--- src/rtl/eth_tx_pkg.sv ---
// Shared types and CRC-32 helper for the per-lane Ethernet transmit path.
// The CRC helper is byte-at-a-time, reflected (LSB first), matching IEEE 802.3 FCS.
package eth_tx_pkg;

    typedef enum logic [2:0] {
        IDLE,
        PREAMBLE,
        SFD,
        DATA,
        PAD,
        FCS,
        IFG,
        DRAIN
    } state_t;

    localparam logic [7:0]  C_PREAMBLE = 8'h55;
    localparam logic [7:0]  C_SFD      = 8'hD5;
    localparam logic [31:0] C_CRC_POLY = 32'hEDB88320;
    localparam logic [31:0] C_CRC_INIT = 32'hFFFFFFFF;

    function automatic logic [31:0] crc32_byte(input logic [31:0] crc, input logic [7:0] data);
        logic [31:0] c;
        c = crc;
        for (int i = 0; i < 8; i++) begin
            if (c[0] ^ data[i]) begin
                c = (c >> 1) ^ C_CRC_POLY;
            end else begin
                c = c >> 1;
            end
        end
        return c;
    endfunction

endpackage

--- src/rtl/eth_tx_framer_if.sv ---
// Payload byte stream from a crossbar egress queue into one transmit framer.
interface eth_tx_framer_if;
    logic       s_valid;
    logic [7:0] s_data;
    logic       s_last;
    logic       s_ready;

    modport master (output s_valid, output s_data, output s_last, input  s_ready);
    modport slave  (input  s_valid, input  s_data, input  s_last, output s_ready);
endinterface

--- src/rtl/eth_tx_framer_crc32_gen.sv ---
// Registered CRC-32 accumulator; init has priority over en. Shared with the FCS checker.
module crc32_gen
    import eth_tx_pkg::*;
(
    input  logic        clk_i,
    input  logic        rstn_i,
    input  logic        init,
    input  logic        en,
    input  logic [7:0]  data,
    output logic [31:0] crc
);
    logic [31:0] crc_reg;

    always_ff @(posedge clk_i or negedge rstn_i) begin
        if (!rstn_i) begin
            crc_reg <= C_CRC_INIT;
        end else if (init) begin
            crc_reg <= C_CRC_INIT;
        end else if (en) begin
            crc_reg <= crc32_byte(crc_reg, data);
        end
    end

    assign crc = crc_reg;
endmodule

--- src/rtl/eth_tx_framer.sv ---
// Per-lane transmit framer: preamble/SFD, payload, zero padding, FCS and inter-frame gap.
// Lane outputs are registered, so each state decides what the lane shows one cycle later.
module eth_tx_framer
    import eth_tx_pkg::*;
#(
    parameter int P_MIN_LEN = 60,
    parameter int P_PAD_EN  = 1,
    parameter int P_IFG     = 12
) (
    input  logic             clk_i,
    input  logic             rstn_i,
    input  logic             link_i,
    eth_tx_framer_if.slave   s,
    output logic [7:0]       tx_data_o,
    output logic             tx_ctrl_o,
    output logic             busy_o,
    output logic             underrun_o,
    output logic [15:0]      frame_cnt_o
);
    localparam logic [11:0] C_MIN_LEN  = 12'(P_MIN_LEN);
    localparam logic [7:0]  C_IFG_LAST = 8'(P_IFG - 1);

    state_t      state_reg, state_next;
    logic [7:0]  cnt_reg, cnt_next;
    logic [10:0] byte_cnt_reg, byte_cnt_next;
    logic [7:0]  tx_data_reg, tx_data_next;
    logic        tx_ctrl_reg, tx_ctrl_next;
    logic        underrun_reg, underrun_next;
    logic [15:0] frame_cnt_reg, frame_cnt_next;

    logic        crc_init, crc_en;
    logic [7:0]  crc_data;
    logic [31:0] crc;
    logic [31:0] fcs_word;
    logic [11:0] byte_cnt_inc;
    logic        s_ready;

    crc32_gen u_crc (
        .clk_i  (clk_i),
        .rstn_i (rstn_i),
        .init   (crc_init),
        .en     (crc_en),
        .data   (crc_data),
        .crc    (crc)
    );

    assign s_ready      = (state_reg == DATA) || (state_reg == DRAIN);
    assign s.s_ready    = s_ready;
    assign fcs_word     = ~crc;
    assign byte_cnt_inc = {1'b0, byte_cnt_reg} + 12'd1;

    always_ff @(posedge clk_i or negedge rstn_i) begin
        if (!rstn_i) begin
            state_reg     <= IDLE;
            cnt_reg       <= '0;
            byte_cnt_reg  <= '0;
            tx_data_reg   <= '0;
            tx_ctrl_reg   <= 1'b0;
            underrun_reg  <= 1'b0;
            frame_cnt_reg <= '0;
        end else begin
            state_reg     <= state_next;
            cnt_reg       <= cnt_next;
            byte_cnt_reg  <= byte_cnt_next;
            tx_data_reg   <= tx_data_next;
            tx_ctrl_reg   <= tx_ctrl_next;
            underrun_reg  <= underrun_next;
            frame_cnt_reg <= frame_cnt_next;
        end
    end

    always_comb begin
        state_next     = state_reg;
        cnt_next       = cnt_reg;
        byte_cnt_next  = byte_cnt_reg;
        tx_data_next   = 8'h00;
        tx_ctrl_next   = 1'b0;
        underrun_next  = 1'b0;
        frame_cnt_next = frame_cnt_reg;
        crc_init       = 1'b0;
        crc_en         = 1'b0;
        crc_data       = s.s_data;

        case (state_reg)
            IDLE: begin
                if (s.s_valid && link_i) begin
                    state_next    = PREAMBLE;
                    cnt_next      = '0;
                    byte_cnt_next = '0;
                    crc_init      = 1'b1;
                    tx_ctrl_next  = 1'b1;
                    tx_data_next  = C_PREAMBLE;
                end
            end
            // The IDLE decision already put the first 0x55 out, so six more here.
            PREAMBLE: begin
                tx_ctrl_next = 1'b1;
                tx_data_next = C_PREAMBLE;
                cnt_next     = cnt_reg + 8'd1;
                if (cnt_reg == 8'd5) begin
                    state_next = SFD;
                end
            end
            SFD: begin
                tx_ctrl_next = 1'b1;
                tx_data_next = C_SFD;
                state_next   = DATA;
            end
            DATA: begin
                if (s.s_valid) begin
                    tx_ctrl_next = 1'b1;
                    tx_data_next = s.s_data;
                    crc_en       = 1'b1;
                    if (byte_cnt_reg != 11'h7FF) begin
                        byte_cnt_next = byte_cnt_reg + 11'd1;
                    end
                    if (s.s_last) begin
                        cnt_next = '0;
                        if ((P_PAD_EN != 0) && (byte_cnt_inc < C_MIN_LEN)) begin
                            state_next = PAD;
                        end else begin
                            state_next = FCS;
                        end
                    end
                end else begin
                    underrun_next = 1'b1;
                    state_next    = DRAIN;
                end
            end
            PAD: begin
                tx_ctrl_next  = 1'b1;
                crc_en        = 1'b1;
                crc_data      = 8'h00;
                byte_cnt_next = byte_cnt_reg + 11'd1;
                if (byte_cnt_inc >= C_MIN_LEN) begin
                    state_next = FCS;
                    cnt_next   = '0;
                end
            end
            FCS: begin
                tx_ctrl_next = 1'b1;
                cnt_next     = cnt_reg + 8'd1;
                case (cnt_reg[1:0])
                    2'd0:    tx_data_next = fcs_word[7:0];
                    2'd1:    tx_data_next = fcs_word[15:8];
                    2'd2:    tx_data_next = fcs_word[23:16];
                    default: tx_data_next = fcs_word[31:24];
                endcase
                if (cnt_reg[1:0] == 2'd3) begin
                    frame_cnt_next = frame_cnt_reg + 16'd1;
                    state_next     = IFG;
                    cnt_next       = '0;
                end
            end
            // P_IFG cycles here plus the IDLE decision cycle give P_IFG low lane cycles.
            IFG: begin
                cnt_next = cnt_reg + 8'd1;
                if (cnt_reg == C_IFG_LAST) begin
                    state_next = IDLE;
                end
            end
            DRAIN: begin
                if (s.s_valid && s.s_last) begin
                    state_next = IFG;
                    cnt_next   = '0;
                end
            end
            default: state_next = IDLE;
        endcase
    end

    assign tx_data_o   = tx_data_reg;
    assign tx_ctrl_o   = tx_ctrl_reg;
    assign underrun_o  = underrun_reg;
    assign frame_cnt_o = frame_cnt_reg;
    assign busy_o      = (state_reg != IDLE);
endmodule

--- src/flat_wrapper.sv ---
// flat-port wrapper written by rule: the top's interface ports become plain ports
module eth_tx_framer_flat import eth_tx_pkg::*;
#(
    parameter int P_MIN_LEN = 60,
    parameter int P_PAD_EN  = 1,
    parameter int P_IFG     = 12
)
  (clk_i, rstn_i, link_i, tx_data_o, tx_ctrl_o, busy_o, underrun_o, frame_cnt_o, s_s_valid, s_s_data, s_s_last, s_s_ready);
  eth_tx_framer_if s_i ();
  input  logic clk_i;
  input  logic rstn_i;
  input  logic link_i;
  output logic [7:0] tx_data_o;
  output logic tx_ctrl_o;
  output logic busy_o;
  output logic underrun_o;
  output logic [15:0] frame_cnt_o;
  input wire logic [$bits(s_i.s_valid)-1:0] s_s_valid;
  input wire logic [$bits(s_i.s_data)-1:0] s_s_data;
  input wire logic [$bits(s_i.s_last)-1:0] s_s_last;
  output wire logic [$bits(s_i.s_ready)-1:0] s_s_ready;
  assign s_i.s_valid = s_s_valid;
  assign s_i.s_data = s_s_data;
  assign s_i.s_last = s_s_last;
  assign s_s_ready = s_i.s_ready;
  eth_tx_framer #(.P_MIN_LEN(P_MIN_LEN), .P_PAD_EN(P_PAD_EN), .P_IFG(P_IFG)) u_core (.clk_i(clk_i), .rstn_i(rstn_i), .link_i(link_i), .s(s_i), .tx_data_o(tx_data_o), .tx_ctrl_o(tx_ctrl_o), .busy_o(busy_o), .underrun_o(underrun_o), .frame_cnt_o(frame_cnt_o));
endmodule
--- config.mk ---
export PLATFORM = sky130hd
export DESIGN_NAME = eth_tx_framer_flat
export DESIGN_NICKNAME = d
export VERILOG_FILES = /design/src/rtl/eth_tx_pkg.sv /design/src/rtl/eth_tx_framer_if.sv /design/src/rtl/eth_tx_framer_crc32_gen.sv /design/src/rtl/eth_tx_framer.sv /design/src/flat_wrapper.sv
export SDC_FILE = /design/constraint.sdc
export NUM_CORES = 1
export LEC_CHECK = 0
export CORE_MARGIN = 8
export CORE_UTILIZATION = 45
export DETAILED_ROUTE_END_ITERATION = 16
export GPL_TIMING_DRIVEN = 0
export SLEW_MARGIN = 20
export SYNTH_ARGS = -nofsm -noshare
export SYNTH_HDL_FRONTEND = slang
export SYNTH_SLANG_ARGS = --single-unit
--- constraint.sdc ---
create_clock -name clk_i -period 4.1 [get_ports clk_i]
set_input_delay 0.41 -clock clk_i [delete_from_list [all_inputs] [get_ports clk_i]]
set_output_delay 0.41 -clock clk_i [all_outputs]
set_load 0.02 [all_outputs]
# Word level (Yosys, flattened, before mapping)
# Index checks and enable logic that the tools add are counted.
[classes]
magnitude_cmp = 2
n_eq_ne = 23
bitwise_logic = 17
reduce_logical = 15
muxes = 57
n_addsub = 4
[ops]
columns = ["operator", "n"]
rows = [
  ["32-bit 2-to-1 mux", 24],
  ["13-bit inverter with 14-bit output", 8],
  ["8-bit 2-to-1 mux", 8],
  ["8-bit one-hot mux with 6 select lines", 1],
  ["8-bit one-hot mux with 5 select lines", 1],
  ["11-bit 2-to-1 mux", 3],
  ["11-bit one-hot mux with 3 select lines", 1],
  ["32-bit inverter", 1],
  ["3-bit 2-to-1 mux", 8],
  ["3-bit one-hot mux with 8 select lines", 1],
  ["8-bit one-hot mux with 3 select lines", 1],
  ["16-bit by 1-bit adder with 16-bit output, second input constant", 1],
  ["11-bit by 1-bit adder with 12-bit output, second input constant", 1],
  ["3-bit == test, second input constant", 4],
  ["12-bit by 6-bit greater-or-equal comparator with 1-bit output, second input constant", 1],
  ["12-bit by 6-bit less-than comparator with 1-bit output, second input constant", 1],
  ["11-bit by 1-bit adder with 11-bit output, second input constant", 1],
  ["11-bit != test, second input constant", 1],
  ["2-bit by 1-bit != test with 1-bit output, second input constant", 5],
  ["8-bit by 1-bit adder with 8-bit output, second input constant", 1],
  ["8-bit by 3-bit == test with 1-bit output, second input constant", 1],
  ["8-bit by 4-bit == test with 1-bit output, second input constant", 1],
  ["2-bit != test, second input constant", 4],
  ["1-bit bitwise XOR", 8],
  ["other kinds (22)", 31],
]
[totals]
word_cells = 126
output_inout_bits = 28
regBits = 80

# Longest topological paths before layout
[depth]
depth_word = 34
mapped_depth = 9

# Hierarchy
# Synthesis repeated with hierarchy kept, for this count alone.
[unflattened]
cells_unflattened = 514
hier_area_um2 = 5072.4
[by_module_without_submodules]
columns = ["mod", "n_inst", "seq_area_each_um2", "cells_each", "area_each_um2"]
rows = [
  ["eth_tx_framer", 1, 1201.2, 321, 2919.0],
  ["crc32_gen", 1, 840.8, 193, 2153.3],
]

# Least setup slack after synthesis
# No wires, ideal clock.
[synth_path]
path_kind = "register -> register"
from = "register u_core.state_reg[1]"
to = "register u_core.u_crc.crc_reg[20], in the netlist u_core.u_crc.crc[20]"
arrival_time_ps = 2460
period_less_slack_ps = 2537
path_stages_with_launch = 8
required_time_ps = 4023
path_slack_ps = 1563
path_cell_list = "dfrtp_1 > buf_6 > nor3b_2 > nor2_1 > xnor2_2 > xnor3_2 > xnor3_1 > a31oi_1"
[synth_between]
elab_chain_cells = 32
elab_cells_between_ends = 42
cone_classes = "eq/ne (2); mux (27); bitwise (11); reduce/logical (2)"
[synth_lines]
columns = ["element", "line_no", "text"]
rows = [
  ["start: declaration", "eth_tx_framer.sv:23", "state_t state_reg, state_next;"],
  ["start signal: assignment", "eth_tx_framer.sv:62", "state_reg <= state_next;"],
  ["3-bit == test", "eth_tx_framer.sv:84", "case (state_reg)"],
  ["8-bit 2-to-1 mux", "eth_tx_framer.sv:84", ""],
  ["1-bit bitwise XOR", "eth_tx_pkg.sv:25", "if (c[0] ^ data[i]) begin"],
  ["32-bit 2-to-1 mux", "eth_tx_pkg.sv:25", ""],
  ["32-bit 2-to-1 mux", "eth_tx_framer_crc32_gen.sv:19", "end else if (en) begin"],
  ["32-bit 2-to-1 mux", "eth_tx_framer_crc32_gen.sv:17", "end else if (init) begin"],
  ["13-bit inverter with 14-bit output (no source line)", "n/a", ""],
  ["32-bit 2-to-1 mux", "eth_tx_pkg.sv:25", ""],
  ["[... 16 more ...]", "n/a", ""],
  ["13-bit inverter with 14-bit output (no source line)", "n/a", ""],
  ["32-bit 2-to-1 mux", "eth_tx_pkg.sv:25", ""],
  ["32-bit 2-to-1 mux", "eth_tx_framer_crc32_gen.sv:19", ""],
  ["32-bit 2-to-1 mux", "eth_tx_framer_crc32_gen.sv:17", ""],
  ["13-bit inverter with 14-bit output (no source line)", "n/a", ""],
  ["32-bit 2-to-1 mux", "eth_tx_pkg.sv:25", ""],
  ["32-bit 2-to-1 mux", "eth_tx_framer_crc32_gen.sv:19", ""],
  ["32-bit 2-to-1 mux", "eth_tx_framer_crc32_gen.sv:17", ""],
  ["end signal: assignment", "eth_tx_framer_crc32_gen.sv:20", "crc_reg <= crc32_byte(crc_reg, data);"],
  ["end: declaration", "eth_tx_framer_crc32_gen.sv:12", "logic [31:0] crc_reg;"],
]
# Several ways; a longest one is shown, not always the timed one. The select of a mux whose other input is x is not followed.
# A chain may end at the register's enable or synchronous reset.

# Worst setup path in the final report
[layout_path]
from = "input port s_s_valid"
to = "register u_core.byte_cnt_reg[8]"
[layout_between]
elab_chain_cells = 3
elab_cells_between_ends = 4
cone_classes = "eq/ne (2); reduce/logical (2)"
[layout_lines]
columns = ["element", "line_no", "text"]
rows = [
  ["start: declaration", "flat_wrapper.sv:18", "input wire logic [$bits(s_i.s_valid)-1:0] s_s_valid;"],
  ["1-bit logical AND", "eth_tx_framer.sv:86", "if (s.s_valid && link_i) begin"],
  ["2-bit by 1-bit != test with 1-bit output (no source line)", "n/a", ""],
  ["4-bit AND reduction (no source line) *", "n/a", ""],
  ["end signal: assignment", "eth_tx_framer.sv:64", "byte_cnt_reg <= byte_cnt_next;"],
  ["end: declaration", "eth_tx_framer.sv:25", "logic [10:0] byte_cnt_reg, byte_cnt_next;"],
]
# Mark *: on every way between the ends. The rest lies on a longest branch, timed or not.

==> flow_metrics.py <==
metrics = {
    "global_route": {
        "most_used_layer_global_route": "met2",
        "first_global_vias": 3975,
        "grt_pass1_wl_mm": 21.0,
        "gr-usage-met1": 0.243,
        "antenna_found_initial": 0,
        "grt_max_degree": 57,
        "grtUsageMet2": 0.286,
        "global_route.usage.total": 0.183,
        "global_route.usage.met3": 0.0308,
        "global_route.overflow_total": 0,
    },
    "placed_design": {
        "place_hpwl_mm": 9.25,
        "globalplace.congestion": 0.863,
        "numPlacedInstances": 694,
        "placed_area_mm2": 0.00553,
        "port_buffers": 40,
    },
    "cells_and_area": {
        "num_antenna_cells": 0,
        "final_area_mm2": 0.00575,
        "num-nets-final": 586,
        "largest_register_ff_count": 32,
        "synthToLayoutAreaGrowth_pct": 16.8,
        "stdcell_count": 711,
        "drive_above_1_share": 0.110,
    },
    "sta": {
        "clock_skew_ps": 9.14,
        "final.min_clock_period_ps": 3250,
        "setup-violations-final": 0,
        "timing_max_transition_violations_final": 0,
        "setup_repair_after_global_routing_missed_its_margin": "false",
        "worst-slew-pin-transition_ps": 903,
        "fmax_mhz": 307,
        "slew_headroom": 0.394,
        "timing.final.hold_violations": 0,
        "final_min_period_over_clock_period": 0.794,
    },
    "critical_path": {
        "critPathLaunchType": "primary input",
        "critical_path_peak_fanout": 10,
        "crit_path_kind": "in -> reg",
        "critPathCaptureType": "register",
        "timing.critical_path.arrival_ps": 3500,
        "crit_required_ps": 4350,
    },
    "detailed_routing": {
        "routed_wirelength_mm": 12.9,
        "vias": 3959,
        "firstDrtPassIters": 4,
        "antenna_violating_nets_remaining": 0,
        "drt_iter0_drc": 291,
        "drt-wirelength-per-cell_um": 18.1,
        "drcViolationCount": 0,
        "vias_per_cell": 5.57,
    },
    "cts": {
        "cts.path.max_buffers": 2,
        "cts_tree": "done",
        "tritoncts.num_buffers": 9,
        "htree_levels": 3,
        "post_cts_buffers": 0,
        "worst_skew_pair.late_latency_ps": 370,
        "clock_sink_count": 80,
        "cts_resized": 0,
        "cts_root_buffer": "sky130_fd_sc_hd__clkbuf_8",
        "worst_setup_hold_path_clk_slew_ps": 80,
        "number_of_hold_repair_buffers_added_at_the_cts_stage": 1,
    },
    "synth": {
        "post_synth_inst_count": 513,
        "postSynth.asyncResetShare": 1.00,
        "syn_nets": 533,
        "synth_top_area_cell": "sky130_fd_sc_hd__dfrtp_1",
        "synthTopCellsByArea": "sky130_fd_sc_hd__dfrtp_1 (24%), sky130_fd_sc_hd__dfstp_2 (17%), sky130_fd_sc_hd__xnor2_1 (9.2%), sky130_fd_sc_hd__xor2_1 (5.3%), sky130_fd_sc_hd__nor2_1 (4.1%)",
        "synth_seq_cells": 80,
        "ys_seq_area_frac": 0.415,
        "yosys_most_used_dff": "sky130_fd_sc_hd__dfrtp_1",
        "syn_avg_cell_area_um2": 9.60,
        "syn_area_mm2": 0.00493,
        "post_synth_num_cell_types": 56,
        "synth-edff-count": 0,
        "yosys_warnings": 0,
        "synth_top_cell_area_share": 0.244,
    },
    "floorplanning": {
        "chipWidth_um": 121,
        "placement_rows": 38,
        "die_footprint_mm2": 0.0146,
        "initial_utilization": 0.458,
        "die_h_um": 121,
        "floorplan.io_pins": 41,
        "core-area_mm2": 0.0107,
    },
    "outcome": {
        "result_of_the_run": "completed",
    },
    "power_and_ir_drop": {
        "post-layout-total-power_w": 0.00578,
        "static-leakage-power_nw": 2.37,
        "max-vdd-ir-drop_uv": 713,
        "p_per_area_mw_per_mm2": 1000,
    },
    "worst_hold_path": {
        "hold_path_class": "reg -> reg",
    },
    "job": {
        "timing.max_cap.violations": 0,
    },
}
## final timing paths
path,startpoint,slack (ps),to,cells past startpoint
max,s_s_valid,850,u_core.byte_cnt_reg[8],8
max reg2reg,u_core.state_reg[0],970,u_core.byte_cnt_reg[8],7
max in group asynchronous,rstn_i,2960,u_core.u_crc.crc[18],3
min reg2reg,u_core.frame_cnt_o[15],480,u_core.frame_cnt_o[15],1
min,u_core.frame_cnt_o[15],480,u_core.frame_cnt_o[15],1
min in group asynchronous,rstn_i,500,u_core.byte_cnt_reg[4],2
## cells in the final DEF (no fill, tap or decap), types with 4 or more instances in the layout
| master | count |
|---|---|
| sky130_fd_sc_hd__nor2_1 | 54 |
| sky130_fd_sc_hd__xnor2_1 | 52 |
| sky130_fd_sc_hd__dfrtp_1 | 48 |
| sky130_fd_sc_hd__nand2_1 | 40 |
| sky130_fd_sc_hd__clkdlybuf4s50_1 | 39 |
| sky130_fd_sc_hd__a21oi_1 | 35 |
| sky130_fd_sc_hd__dfstp_2 | 32 |
| sky130_fd_sc_hd__xor2_1 | 30 |
| sky130_fd_sc_hd__o21ai_0 | 24 |
| sky130_fd_sc_hd__clkbuf_1 | 21 |
| sky130_fd_sc_hd__inv_1 | 15 |
| sky130_fd_sc_hd__o22ai_1 | 13 |
| sky130_fd_sc_hd__clkbuf_8 | 13 |
| sky130_fd_sc_hd__nor2b_1 | 12 |
| sky130_fd_sc_hd__nand3_1 | 11 |
| sky130_fd_sc_hd__o31ai_1 | 9 |
| sky130_fd_sc_hd__o22a_1 | 9 |
| sky130_fd_sc_hd__a31oi_1 | 8 |
| sky130_fd_sc_hd__and3_1 | 7 |
| sky130_fd_sc_hd__ha_1 | 7 |
| sky130_fd_sc_hd__nor3_1 | 6 |
| sky130_fd_sc_hd__and2_1 | 6 |
| sky130_fd_sc_hd__xnor3_1 | 6 |
| sky130_fd_sc_hd__nand4_1 | 6 |
| sky130_fd_sc_hd__mux2i_1 | 5 |
| sky130_fd_sc_hd__o41ai_1 | 4 |
| sky130_fd_sc_hd__mux2_2 | 4 |
| sky130_fd_sc_hd__a211o_1 | 4 |
| sky130_fd_sc_hd__nand2b_1 | 4 |
| sky130_fd_sc_hd__and4_1 | 4 |
## routing by layer
layer  up-vias  part of all wire  wire length (um)
li1       1899                 -                 -
met1      1964              0.47              6080
met2        73              0.47              6030
met3        23             0.034               433
met4         0             0.026               335
met5         -                 0                 0
## where the power goes
| part | switching, W | internal (W) | leakage, nW |
|---|---|---|---|
| logic | 0.00197 | 0.00174 | 1.27 |
| registers | 0.000244 | 0.00118 | 0.984 |
| clock network | 0.000292 | 0.000348 | 0.113 |
## Yosys cell counts (9+ instances only)
cell type / count
sky130_fd_sc_hd__a21oi_1: 35
sky130_fd_sc_hd__clkbuf_1: 20
sky130_fd_sc_hd__dfrtp_1: 48
sky130_fd_sc_hd__dfstp_2: 32
sky130_fd_sc_hd__inv_1: 15
sky130_fd_sc_hd__nand2_1: 40
sky130_fd_sc_hd__nand3_1: 11
sky130_fd_sc_hd__nor2_1: 54
sky130_fd_sc_hd__nor2b_1: 12
sky130_fd_sc_hd__o21ai_0: 24
sky130_fd_sc_hd__o22a_1: 9
sky130_fd_sc_hd__o22ai_1: 13
sky130_fd_sc_hd__o31ai_1: 9
sky130_fd_sc_hd__xnor2_1: 52
sky130_fd_sc_hd__xor2_1: 30
## stage by stage
| step | utilization | setup TNS (ps) | worst slack [ps] | hold slack, ps |
|---|---|---|---|---|
| finish | 0.536 | 0 | 846 | 476 |
| global route | 0.536 | 0 | 672 | 517 |
| CTS | 0.536 | 0 | 851 | 485 |
| detailed placement | 0.514 | 0 | 498 | 350 |
| global placement | 0.512 | -15390 | -329 | 461 |
| floorplan | - | 0 | 1560 | 114 |
## kinds of logic after synthesis
logic type               synth area share
AND/OR/NAND/NOR                     0.158
AO/OA/AOI/OAI                       0.167
XOR/XNOR                            0.190
flip-flops                          0.415
buffers and inverters              0.0335
multiplexers                       0.0193
adder cells (fa/ha/maj)            0.0178
## worst max-delay path: stages
cell,delay [ps]
sky130_fd_sc_hd__clkdlybuf4s50_1,480
sky130_fd_sc_hd__clkbuf_1,360
sky130_fd_sc_hd__inv_1,140
sky130_fd_sc_hd__nor3_1,750
sky130_fd_sc_hd__a21boi_0,390
sky130_fd_sc_hd__or2_2,390
sky130_fd_sc_hd__clkbuf_1,240
sky130_fd_sc_hd__o41ai_1,330
## final cells by class
| type | instances | area, um2 |
|---|---|---|
| buffer | 25 | 109 |
| sequential | 80 | 2040 |
| clock buffer | 14 | 183 |
| clock inverter | 2 | 35.0 |
| fill | 1018 | 4990 |
| inverter | 15 | 56.3 |
| timing repair buffer | 42 | 435 |
| multi-input combinational | 393 | 2720 |
| tap | 140 | 175 |
Note: power is estimated with default switching activity, not from simulation.
